--- config.mk ---
export PLATFORM = sky130hd
export DESIGN_NAME = axi_lite_master
export DESIGN_NICKNAME = d
export VERILOG_FILES = /design/src/rtl/axi_lite_master.sv
export SDC_FILE = /design/constraint.sdc
export NUM_CORES = 1
export LEC_CHECK = 0
export CAP_MARGIN = 20
export CELL_PAD_IN_SITES_DETAIL_PLACEMENT = 1
export CELL_PAD_IN_SITES_GLOBAL_PLACEMENT = 1
export CORE_MARGIN = 3
export CORE_UTILIZATION = 37
export CTS_CLUSTER_DIAMETER = 100
export DETAILED_ROUTE_END_ITERATION = 7
export DONT_BUFFER_PORTS = 1
export PLACE_DENSITY_LB_ADDON = 0.1
export SLEW_MARGIN = 20
export SYNTH_ARGS = -nofsm -noshare
export SYNTH_HDL_FRONTEND = slang
export SYNTH_SLANG_ARGS = --single-unit
--- constraint.sdc ---
create_clock -name aclk -period 5.55 [get_ports aclk]
set_input_delay 0.8325 -clock aclk [delete_from_list [all_inputs] [get_ports aclk]]
set_output_delay 0.8325 -clock aclk [all_outputs]
set_load 0.02 [all_outputs]
--- src/rtl/axi_lite_master.sv ---
// AXI4-Lite single-outstanding master.
// Turns one upstream command (read or write) into the matching AXI4-Lite
// channel handshakes. It then returns the read data and response code on the
// rsp channel. Every AXI output and every rsp output comes straight from a
// register.
module axi_lite_master #(
    parameter int ADDR_WIDTH = 32,
    parameter int DATA_WIDTH = 32
) (
    input  logic                      aclk,
    input  logic                      areset,
    // upstream command
    input  logic                      cmd_valid,
    output logic                      cmd_ready,
    input  logic                      cmd_write,
    input  logic [ADDR_WIDTH-1:0]     cmd_addr,
    input  logic [DATA_WIDTH-1:0]     cmd_wdata,
    input  logic [DATA_WIDTH/8-1:0]   cmd_wstrb,
    // upstream response
    output logic                      rsp_valid,
    input  logic                      rsp_ready,
    output logic [DATA_WIDTH-1:0]     rsp_rdata,
    output logic [1:0]                rsp_resp,
    // write address channel
    output logic [ADDR_WIDTH-1:0]     awaddr,
    output logic                      awvalid,
    input  logic                      awready,
    // write data channel
    output logic [DATA_WIDTH-1:0]     wdata,
    output logic [DATA_WIDTH/8-1:0]   wstrb,
    output logic                      wvalid,
    input  logic                      wready,
    // write response channel
    input  logic [1:0]                bresp,
    input  logic                      bvalid,
    output logic                      bready,
    // read address channel
    output logic [ADDR_WIDTH-1:0]     araddr,
    output logic                      arvalid,
    input  logic                      arready,
    // read data channel
    input  logic [DATA_WIDTH-1:0]     rdata,
    input  logic [1:0]                rresp,
    input  logic                      rvalid,
    output logic                      rready
);

    localparam int STRB_WIDTH = DATA_WIDTH / 8;

    typedef enum logic [2:0] {
        IDLE = 3'd0,
        WR   = 3'd1,
        WR_B = 3'd2,
        RD_A = 3'd3,
        RD_D = 3'd4,
        RSP  = 3'd5
    } state_t;

    state_t                  state_r;
    state_t                  state_s;
    logic                    cmd_ready_s;
    logic                    rsp_valid_s;
    logic [DATA_WIDTH-1:0]   rsp_rdata_s;
    logic [1:0]              rsp_resp_s;
    logic [ADDR_WIDTH-1:0]   awaddr_s;
    logic                    awvalid_s;
    logic [DATA_WIDTH-1:0]   wdata_s;
    logic [STRB_WIDTH-1:0]   wstrb_s;
    logic                    wvalid_s;
    logic                    bready_s;
    logic [ADDR_WIDTH-1:0]   araddr_s;
    logic                    arvalid_s;
    logic                    rready_s;

    // Next-state and next-output decode. Every register holds its value unless a handshake moves it.
    always_comb begin
        state_s     = state_r;
        rsp_valid_s = rsp_valid;
        rsp_rdata_s = rsp_rdata;
        rsp_resp_s  = rsp_resp;
        awaddr_s    = awaddr;
        awvalid_s   = awvalid;
        wdata_s     = wdata;
        wstrb_s     = wstrb;
        wvalid_s    = wvalid;
        bready_s    = bready;
        araddr_s    = araddr;
        arvalid_s   = arvalid;
        rready_s    = rready;

        case (state_r)
            IDLE: begin
                if (cmd_valid && cmd_ready) begin
                    if (cmd_write) begin
                        awaddr_s  = cmd_addr;
                        wdata_s   = cmd_wdata;
                        wstrb_s   = cmd_wstrb;
                        awvalid_s = 1'b1;
                        wvalid_s  = 1'b1;
                        state_s   = WR;
                    end else begin
                        araddr_s  = cmd_addr;
                        arvalid_s = 1'b1;
                        state_s   = RD_A;
                    end
                end else begin
                    state_s = IDLE;
                end
            end
            WR: begin
                // AW and W retire independently; each valid falls right after its own handshake
                awvalid_s = awvalid & ~awready;
                wvalid_s  = wvalid & ~wready;
                if (!awvalid_s && !wvalid_s) begin
                    bready_s = 1'b1;
                    state_s  = WR_B;
                end else begin
                    state_s = WR;
                end
            end
            WR_B: begin
                if (bvalid && bready) begin
                    bready_s    = 1'b0;
                    rsp_resp_s  = bresp;
                    rsp_rdata_s = {DATA_WIDTH{1'b0}};
                    rsp_valid_s = 1'b1;
                    state_s     = RSP;
                end else begin
                    state_s = WR_B;
                end
            end
            RD_A: begin
                if (arvalid && arready) begin
                    arvalid_s = 1'b0;
                    rready_s  = 1'b1;
                    state_s   = RD_D;
                end else begin
                    state_s = RD_A;
                end
            end
            RD_D: begin
                if (rvalid && rready) begin
                    rready_s    = 1'b0;
                    rsp_rdata_s = rdata;
                    rsp_resp_s  = rresp;
                    rsp_valid_s = 1'b1;
                    state_s     = RSP;
                end else begin
                    state_s = RD_D;
                end
            end
            RSP: begin
                if (rsp_ready) begin
                    rsp_valid_s = 1'b0;
                    state_s     = IDLE;
                end else begin
                    state_s = RSP;
                end
            end
            default: begin
                state_s     = IDLE;
                rsp_valid_s = 1'b0;
                awvalid_s   = 1'b0;
                wvalid_s    = 1'b0;
                bready_s    = 1'b0;
                arvalid_s   = 1'b0;
                rready_s    = 1'b0;
            end
        endcase

        // cmd_ready is registered, so it follows the state that is being entered
        cmd_ready_s = (state_s == IDLE);
    end

    // State and output registers. Reset abandons any in-flight transfer.
    always_ff @(posedge aclk or posedge areset) begin
        if (areset) begin
            state_r   <= IDLE;
            cmd_ready <= 1'b0;
            rsp_valid <= 1'b0;
            rsp_rdata <= {DATA_WIDTH{1'b0}};
            rsp_resp  <= 2'b00;
            awaddr    <= {ADDR_WIDTH{1'b0}};
            awvalid   <= 1'b0;
            wdata     <= {DATA_WIDTH{1'b0}};
            wstrb     <= {STRB_WIDTH{1'b0}};
            wvalid    <= 1'b0;
            bready    <= 1'b0;
            araddr    <= {ADDR_WIDTH{1'b0}};
            arvalid   <= 1'b0;
            rready    <= 1'b0;
        end else begin
            state_r   <= state_s;
            cmd_ready <= cmd_ready_s;
            rsp_valid <= rsp_valid_s;
            rsp_rdata <= rsp_rdata_s;
            rsp_resp  <= rsp_resp_s;
            awaddr    <= awaddr_s;
            awvalid   <= awvalid_s;
            wdata     <= wdata_s;
            wstrb     <= wstrb_s;
            wvalid    <= wvalid_s;
            bready    <= bready_s;
            araddr    <= araddr_s;
            arvalid   <= arvalid_s;
            rready    <= rready_s;
        end
    end

endmodule

* Word-level counts from Yosys, hierarchy flattened
Index checks and enable logic that the tools add are counted.
** Word-level totals
- Bits in registers :: 144
** Operators by class
- Equality and inequality tests :: 13
- Muxes and demuxes :: 32
- Bitwise operators :: 10
- Reduce and logical (&&, ||, !) cells :: 23
** Operators with widths (number)
- 32-bit 2-to-1 mux :: 2
- 32-bit one-hot mux with 2 select lines :: 1
- 3-bit one-hot mux with 6 select lines :: 1
- 3-bit AND reduction :: 6
- 2-bit inequality test, second input constant :: 8
- 4-bit OR reduction :: 4
- 1-bit one-hot mux with 3 select lines :: 5
- 1-bit 2-to-1 mux :: 13
- 3-bit 2-to-1 mux :: 4
- 2-bit 2-to-1 mux :: 4
- 1-bit NOT :: 8
- 4-bit AND reduction :: 2
- 3-bit by 2-bit == test with 1-bit output, second input constant :: 2
- 3-bit == test, second input constant :: 2
- 3-bit logical NOT :: 2
- 1-bit logical AND :: 5
- 1-bit one-hot mux with 4 select lines :: 1
- 2-bit one-hot mux with 2 select lines :: 1
- 3-bit by 1-bit == test with 1-bit output, second input constant :: 1
- 3-bit OR reduction :: 1
- 1-bit AND :: 2
- 1-bit logical NOT :: 2
- 2-bit nonzero test :: 1

* Logic depth before layout (Yosys ltp)
Gate-level depths: netlist (run 1).
- Depth after elaboration :: 7
- Gate-level depth with buffers :: 6
- Gate-level depth less buffers :: 5

* Worst setup path after synthesis (run 1)
OpenSTA, ideal clock, no wires.
- Kind :: input port to flip-flop
- From :: in cmd_valid
- To :: reg araddr[20]
- Arrival time :: 1.656 ns
- Path slack :: 3.770 ns
- Stages :: 4
- Cells stage by stage :: nand2_1 -> nor3_4 -> buf_6 -> mux2_2
** Between the ends
- Word-level cells in the longest chain between the ends :: 2
** RTL lines
- from (decl) :: RTL line 13 : input logic cmd_valid,
- 1-bit logical AND :: RTL line 93 : if (cmd_valid && cmd_ready) begin
- 3-bit AND reduction (no source line)
- to (signal assigned) :: RTL line 189 : araddr <= {ADDR_WIDTH{1'b0}};
- to (signal assigned) :: RTL line 204 : araddr <= araddr_s;
- to (decl) :: RTL line 38 : output logic [ADDR_WIDTH-1:0] araddr,
Every way passes these cells.
A chain may end at the register's enable or synchronous reset.

* Worst setup path after layout (run 1)
- From :: reg state_r[1]
- To :: reg rsp_resp[0]
** Between the ends
- Word-level cells in the longest chain between the ends :: 3
** RTL lines
- from (decl) :: RTL line 59 : state_t state_r;
- from (signal assigned) :: RTL line 193 : state_r <= state_s;
- 3-bit == test / 3-bit by 2-bit == test with 1-bit output (equally long branches) :: RTL line 91 : case (state_r)
- 2-bit inequality test (no source line) / 2-bit nonzero test (equally long branches)
- 3-bit AND reduction (no source line)
- to (signal assigned) :: RTL line 197 : rsp_resp <= rsp_resp_s;
- to (decl) :: RTL line 23 : output logic [1:0] rsp_resp,
Several ways; a longest one is shown, not always the timed one.

==> results of run 1 <==
[synthesized netlist by cell type]
| cell | number | area share |
|---|---|---|
| dfrtp_1 | 144 | 0.61 |
| mux2_2 | 100 | 0.19 |
| nand2_1 | 42 | 0.027 |
| inv_1 | 37 | 0.023 |
| mux2i_1 | 32 | 0.054 |
| buf_2 | 6 | 0.0051 |
| buf_6 | 6 | 0.011 |
| a21oi_1 | 5 | 0.0042 |
| buf_4 | 5 | 0.0063 |
| nand3_1 | 5 | 0.0042 |
| a31oi_1 | 4 | 0.0042 |
| o21ai_0 | 4 | 0.0034 |
| ha_1 | 3 | 0.0063 |
| mux2_1 | 3 | 0.0057 |
| nor2b_1 | 3 | 0.0032 |
| nor3b_1 | 3 | 0.0038 |
| a21o_1 | 2 | 0.0025 |
| clkbuf_1 | 2 | 0.0013 |
| nor2_1 | 2 | 0.0013 |
| or3_4 | 2 | 0.0038 |
| a41oi_1 | 1 | 0.0015 |
| a41oi_2 | 1 | 0.0027 |
| mux2_4 | 1 | 0.0025 |
| nand2b_1 | 1 | 0.0011 |
| nand3_2 | 1 | 0.0017 |
| nand4_1 | 1 | 0.0011 |
| nor3_1 | 1 | 0.00084 |
| nor3_2 | 1 | 0.0017 |
| nor3_4 | 1 | 0.0027 |
| nor3b_4 | 1 | 0.0032 |
| nor4_1 | 1 | 0.0011 |
| nor4b_1 | 1 | 0.0015 |
| nor4bb_1 | 1 | 0.0017 |
| o21ai_1 | 1 | 0.00084 |
| o22a_1 | 1 | 0.0015 |
| o32a_1 | 1 | 0.0017 |
| or3_1 | 1 | 0.0011 |
| or3b_1 | 1 | 0.0015 |
[per-stage QoR]
stage | hold slack (ps) | instance area, sq um | power (mW) | instances
CTS | 485 | 6660 | 2.23 | 657
floorplan | 607 | 5920 | 1.09 | 428
global placement | 625 | 6080 | 1.10 | 625
detailed placement | 634 | 6080 | 1.10 | 625
global route | 499 | 6660 | 2.28 | 657
finish | 442 | 6660 | 2.19 | 657
[placed cells by master (no fill, tap or decap), types with 4 or more instances in the layout]
cell type | synthesis | routed
dfrtp_1 | 144 | 144
buf_4 | 5 | 5
o21ai_0 | 4 | 4
a21oi_1 | 5 | 5
mux2_2 | 100 | 100
nand2_1 | 42 | 42
mux2i_1 | 32 | 32
clkbuf_16 | 0 | 17
nand3_1 | 5 | 5
clkinv_2 | 0 | 4
inv_1 | 37 | 36
a31oi_1 | 4 | 4
[registers in the layout (all words and copies together) (netlist names)]
name       count
araddr        32
arvalid        1
awaddr        32
awvalid        1
bready         1
cmd_ready      1
rready         1
rsp_rdata     32
rsp_resp       2
rsp_valid      1
state_r        3
wdata         32
wstrb          4
wvalid         1
[power breakdown]
group | total, mW | internal (mW) | leakage (nW) | switching (mW)
Sequential | 1.05 | 1.05 | 1.83 | 0
Clock | 1.11 | 0.674 | 0.280 | 0.434
Combinational | 0.0291 | 0.00522 | 1.56 | 0.0239
Total | 2.19 | 1.73 | 3.67 | 0.458
[cells by family (layout without fill, tap and decap cells)]
kind of cell	after synthesis	after routing	synth area share
flops	144	144	0.609
mux	136	136	0.253
simple gates	69	69	0.0619
buf+inv	56	74	0.0476
compound gates	20	20	0.0226
fa+ha+maj	3	3	0.00634
[worst max path at each step]
stage                from          end  slack [ps]
6_report       state_r[1]  rsp_resp[0]        3250
5_1_grt        state_r[1]  rsp_resp[1]        3050
4_1_cts        state_r[1]   araddr[21]        3190
3_5_place_dp   state_r[1]   araddr[21]        3210
3_3_place_gp   state_r[1]   araddr[26]        3290
2_1_floorplan      areset    araddr[0]         850
[worst reg2reg max path, stage by stage, from the launching register on]
cell and delay [ps]:
dfrtp_1 670, nor3b_1 310, nand2_1 200, nand3_2 120
buf_4 490, mux2_2 410
[per-layer routing]
layer	track usage	vias up	wire [microns]
li1	-	1458	-
met1	0.182	1692	5180
met2	0.256	157	6830
met3	0.0802	22	1530
met4	0.0577	4	274
met5	0	-	27
[area by class of cell]
cell class                      count  area share
Sequential cell                   144       0.541
Multi-Input combinational cell    228       0.305
Clock buffer                       19      0.0665
Tap cell                          211      0.0396
Inverter                           37      0.0216
Clock inverter                     13      0.0207
Timing Repair Buffer                5     0.00563
==> reports/qor.csv, run 1 <==
stage,metric,value,unit
run_status,status,finished clean,
placement,dp_slack,3210,ps
worst_setup_path,critical_path_class,reg -> reg,
die,dieHeight,132,microns
global_route,grt.total_usage,0.159,
global_route,globalRouteOverflowTotal,0,
timing,max_freq,0.435,GHz
placement,port_buffers,0,
layout,multi_input_area,2030,sq um
timing,finalHoldViolations,0,
timing,period_needed,2300,ps
detailed_routing,drt_pass1_iterations,4,
synth,post_synth.cell_area_avg,13.8,sq um
detailed_routing,drc,0,
clock_tree,clk_path_buf_depth,2,
global_route,grt_first_pass_wirelength,21.9,mm
worst_setup_path,r2r_end,rsp_resp[0],
power,leakage,3.67,nW
clock_tree,htree_levels,4,
die,dieArea,17500,sq um
worst_setup_path,path_depth,5,
layout,fin_nets,550,
worst_setup_path,cp-start-kind,flop,
timing,slew_violations,0,
hold_path,hold_path.class,in -> async,
run,drv_cap,0,
placement,routabilityCongestion,0.720,
clock_tree,cts_tree,built,
layout,register_area,3600,sq um
synth,ys.warnings.count,0,
layout,area_growth_syn_to_layout,12.6,%
die,fp.dieW,132,microns
synth,netlist_area,5920,sq um
timing,fin_crit_sh,0.414,
layout,drive_gt1_frac,0.325,
clock_tree,cts-root-buf,clkbuf_16,
clock_tree,insertion_delay,400,ps
power,ir_worst_vdd,172,uV
die,io_pins,255,
worst_setup_path,cp_max_fo,34,
worst_setup_path,critical_path_buf_inv_count,1,
global_route,antenna_found_initial,2,
worst_setup_path,crit_family,flip-flops,
placement,hpwl,9.93,mm
power,powerDensity,328,nW/um^2
timing,setup_slack,3250,ps
timing,rsz0062_at_grt,no,
detailed_routing,wl,13.9,mm
worst_setup_path,timing.rr.start,state_r[1],
die,coreArea,15400,sq um
synth,syn_nets,545,
die,fp-row-count,45,
layout,fin_util,0.432,
detailed_routing,viasPerCell,5.07,
worst_setup_path,cpPeakStageDelay,670,ps
timing,finClkSkew,7.44,ps
timing,setup_viol,0,
worst_setup_path,r2r_setup_slack,3250,ps
synth,seq_area_frac_synth,0.609,
clock_tree,cts_made_buffers,17,
synth,netlist_instances,428,
detailed_routing,drt-initial-drc-count,90,
layout,nFillCells,1601,
die,start_util,0.384,
worst_setup_path,cpMaxStageDelayCell,dfrtp_1,
clock_tree,cts_resized,0,
timing,slew_headroom,0.406,
clock_tree,clk_pin_slew,60,ps
timing,setup_tns,0,ps
clock_tree,cts.sinks,144,
worst_setup_path,reg2regPathDepth,5,
global_route,grt_start_max_net_pins,90,
clock_tree,cts_hold_buffers,0,
clock_tree,postCtsSetupBuffers,0,
worst_setup_path,crit_chain,nor3b_1 > nand2_1 > nand3_2 > buf_4 > mux2_2,
worst_setup_path,cp_data_required_time,5840,ps
synth,synth_cell_type_count,38,
detailed_routing,wl_per_cell,21.1,microns
timing,worst_slew_pin_slew,891,ps
worst_setup_path,arrival,2590,ps
layout,diodes,0,
synth,ys_ff_latch,144,
worst_setup_path,cp-end-kind,flop,
detailed_routing,ant_nets,0,
detailed_routing,vias,3333,
global_route,grt_pass1_vias,3763,
No activity file was read; power rests on OpenSTA's default activity.
==> inputs of run 2 (changes only) <==
clock period = 2.2 ns   (was 5.55 ns; I/O delays follow)
==> run 2 against run 1 <==
Net effect:
- combinational power rose to 2.8 times the previous value
- cell count rose by 0.91%
- non-clock buffer count up 6
- sequential power grew to 2.5 times the previous value
- sequential share of layout area down 0.92 points
- total power grew to 2.5 times the previous value
- cell area is 1.7% higher
- global-route usage grew 0.26 points
- critical endpoint is now araddr[30]
- highest routed layer unchanged
==> reports/qor.csv, run 2 (same netlist as run 1, synthesis figures left out) <==
stage,metric,value,unit
die,dieArea,17500,sq um
layout,area_growth_syn_to_layout,14.5,%
layout,fin_nets,556,
clock_tree,postCtsSetupBuffers,0,
worst_setup_path,r2r_setup_slack,320,ps
global_route,globalRouteOverflowTotal,0,
placement,dp_slack,326,ps
worst_setup_path,cp_data_required_time,2500,ps
clock_tree,cts_resized,0,
timing,max_freq,0.533,GHz
die,coreArea,15400,sq um
hold_path,worstHoldEndpoint,rsp_rdata[12],
global_route,antenna_found_initial,1,
timing,fin_crit_sh,0.853,
layout,diodes,0,
detailed_routing,wl_per_cell,20.9,microns
placement,port_buffers,0,
global_route,grt_pass1_vias,3770,
timing,rsz0062_at_grt,no,
placement,routabilityCongestion,0.763,
placement,dp_cells,630,
detailed_routing,vias,3336,
die,start_util,0.384,
global_route,grt_first_pass_wirelength,21.7,mm
clock_tree,cts_made_buffers,17,
detailed_routing,wl,13.9,mm
die,dieHeight,132,microns
layout,fin_util,0.439,
clock_tree,cts_tree,built,
global_route,grt.total_usage,0.161,
timing,worst_slew_pin_slew,434,ps
detailed_routing,drt-initial-drc-count,91,
clock_tree,cts-root-buf,clkbuf_16,
worst_setup_path,critical_path_class,reg -> reg,
layout,mostFrequentLayoutCell,dfrtp_1,
timing,slew_violations,0,
die,fp.dieW,132,microns
worst_setup_path,cp_max_fo,23,
clock_tree,clk_pin_slew,60,ps
run_status,status,finished clean,
clock_tree,htree_levels,4,
hold_path,hp-start,rdata[12],
power,ir_worst_vdd,492,uV
timing,finalHoldViolations,0,
layout,final_cell_mix,"144 x dfrtp_1, 100 x mux2_2, 42 x nand2_1",
clock_tree,clk_path_buf_depth,2,
worst_setup_path,timing.rr.start,state_r[2],
run,drv_cap,0,
clock_tree,insertion_delay,420,ps
detailed_routing,viasPerCell,5.03,
timing,finClkSkew,8.35,ps
worst_setup_path,cp-end-kind,flop,
worst_setup_path,arrival,2180,ps
timing,setup_viol,0,
power,p_total,5.54,mW
worst_setup_path,r2r_end,araddr[30],
detailed_routing,ant_nets,0,
placement,hpwl,10.1,mm
global_route,grt_start_max_net_pins,77,
timing,setup_slack,324,ps
worst_setup_path,cp-start-kind,flop,
timing,period_needed,1880,ps
timing,setup_tns,0,ps
detailed_routing,drt_pass1_iterations,4,
die,fp-row-count,45,
worst_setup_path,reg2regPathDepth,4,
die,io_pins,255,
layout,stdcell_count,663,
timing,slew_headroom,0.710,
power,leakage,3.73,nW
hold_path,hold_depth,2,
detailed_routing,drc,0,
power,powerDensity,817,nW/um^2
clock_tree,cts.sinks,144,
hold_path,hold_path.class,in -> reg,
layout,drive_gt1_frac,0.327,
## run 2: cell types whose count changed in the layout (fill, tap and decap cells not counted)
cell / delta
clkinvlp_4: -1
dlygate4sd3_1: +1
clkinv_4: -1
inv_6: -2
clkbuf_1: +2
buf_4: -1
clkbuf_8: +1
buf_12: +6
clkinv_2: +1
## run 2: worst max-delay path by stage
stage                     from            to  slack (ps)  cells past startpoint
floorplan               areset     araddr[0]          60                      1
CTS                 state_r[2]     araddr[7]         300                      4
finish              state_r[2]    araddr[30]         320                      4
global placement    state_r[2]    araddr[18]         350                      4
detailed placement  state_r[2]    araddr[11]         330                      4
global route        state_r[2]  rsp_rdata[2]         210                      5
## run 2: per-stage QoR
step                hold slack, ps  cell area [sq um]
floorplan                      462               5920
global placement               350               6190
detailed placement             370               6190
CTS                           20.0               6780
global route                  26.0               6780
finish                        47.1               6780
## run 2: final cells by class
type | instances | area, sq um
tap | 211 | 264
clock inverter | 10 | 110
fill | 1596 | 8650
sequential | 144 | 3600
multi-input combinational | 228 | 2030
inverter | 37 | 143
clock buffer | 22 | 464
timing repair buffer | 11 | 160
## run 2: worst max-delay path: stages, from the launching register on
cell     delay (ps)
dfrtp_1         530
or3_4           420
nor3_4          230
buf_12          210
mux2_2          350
## run 2: power by group
group	switching, mW	internal [mW]	leakage (nW)	total (mW)
combinational	0.0616	0.0204	1.62	0.0820
clock	1.08	1.72	0.284	2.81
sequential	0	2.65	1.83	2.65
total	1.14	4.39	3.73	5.54
## run 2: timing repair
| item | in CTS | in global routing |
|---|---|---|
| hold buffers | 1 | 0 |
| endpoints found under the setup margin | 0 | 0 |
| hold endpoints to repair | 144 | 0 |
## run 2: layer usage
metal / global-route usage / up-vias / part of all wire
met5: 0 / - / 0.00094
met3: 0.0913 / 21 / 0.12
met4: 0.0572 / 2 / 0.014
met1: 0.166 / 1679 / 0.35
li1: - / 1478 / -
met2: 0.276 / 156 / 0.52
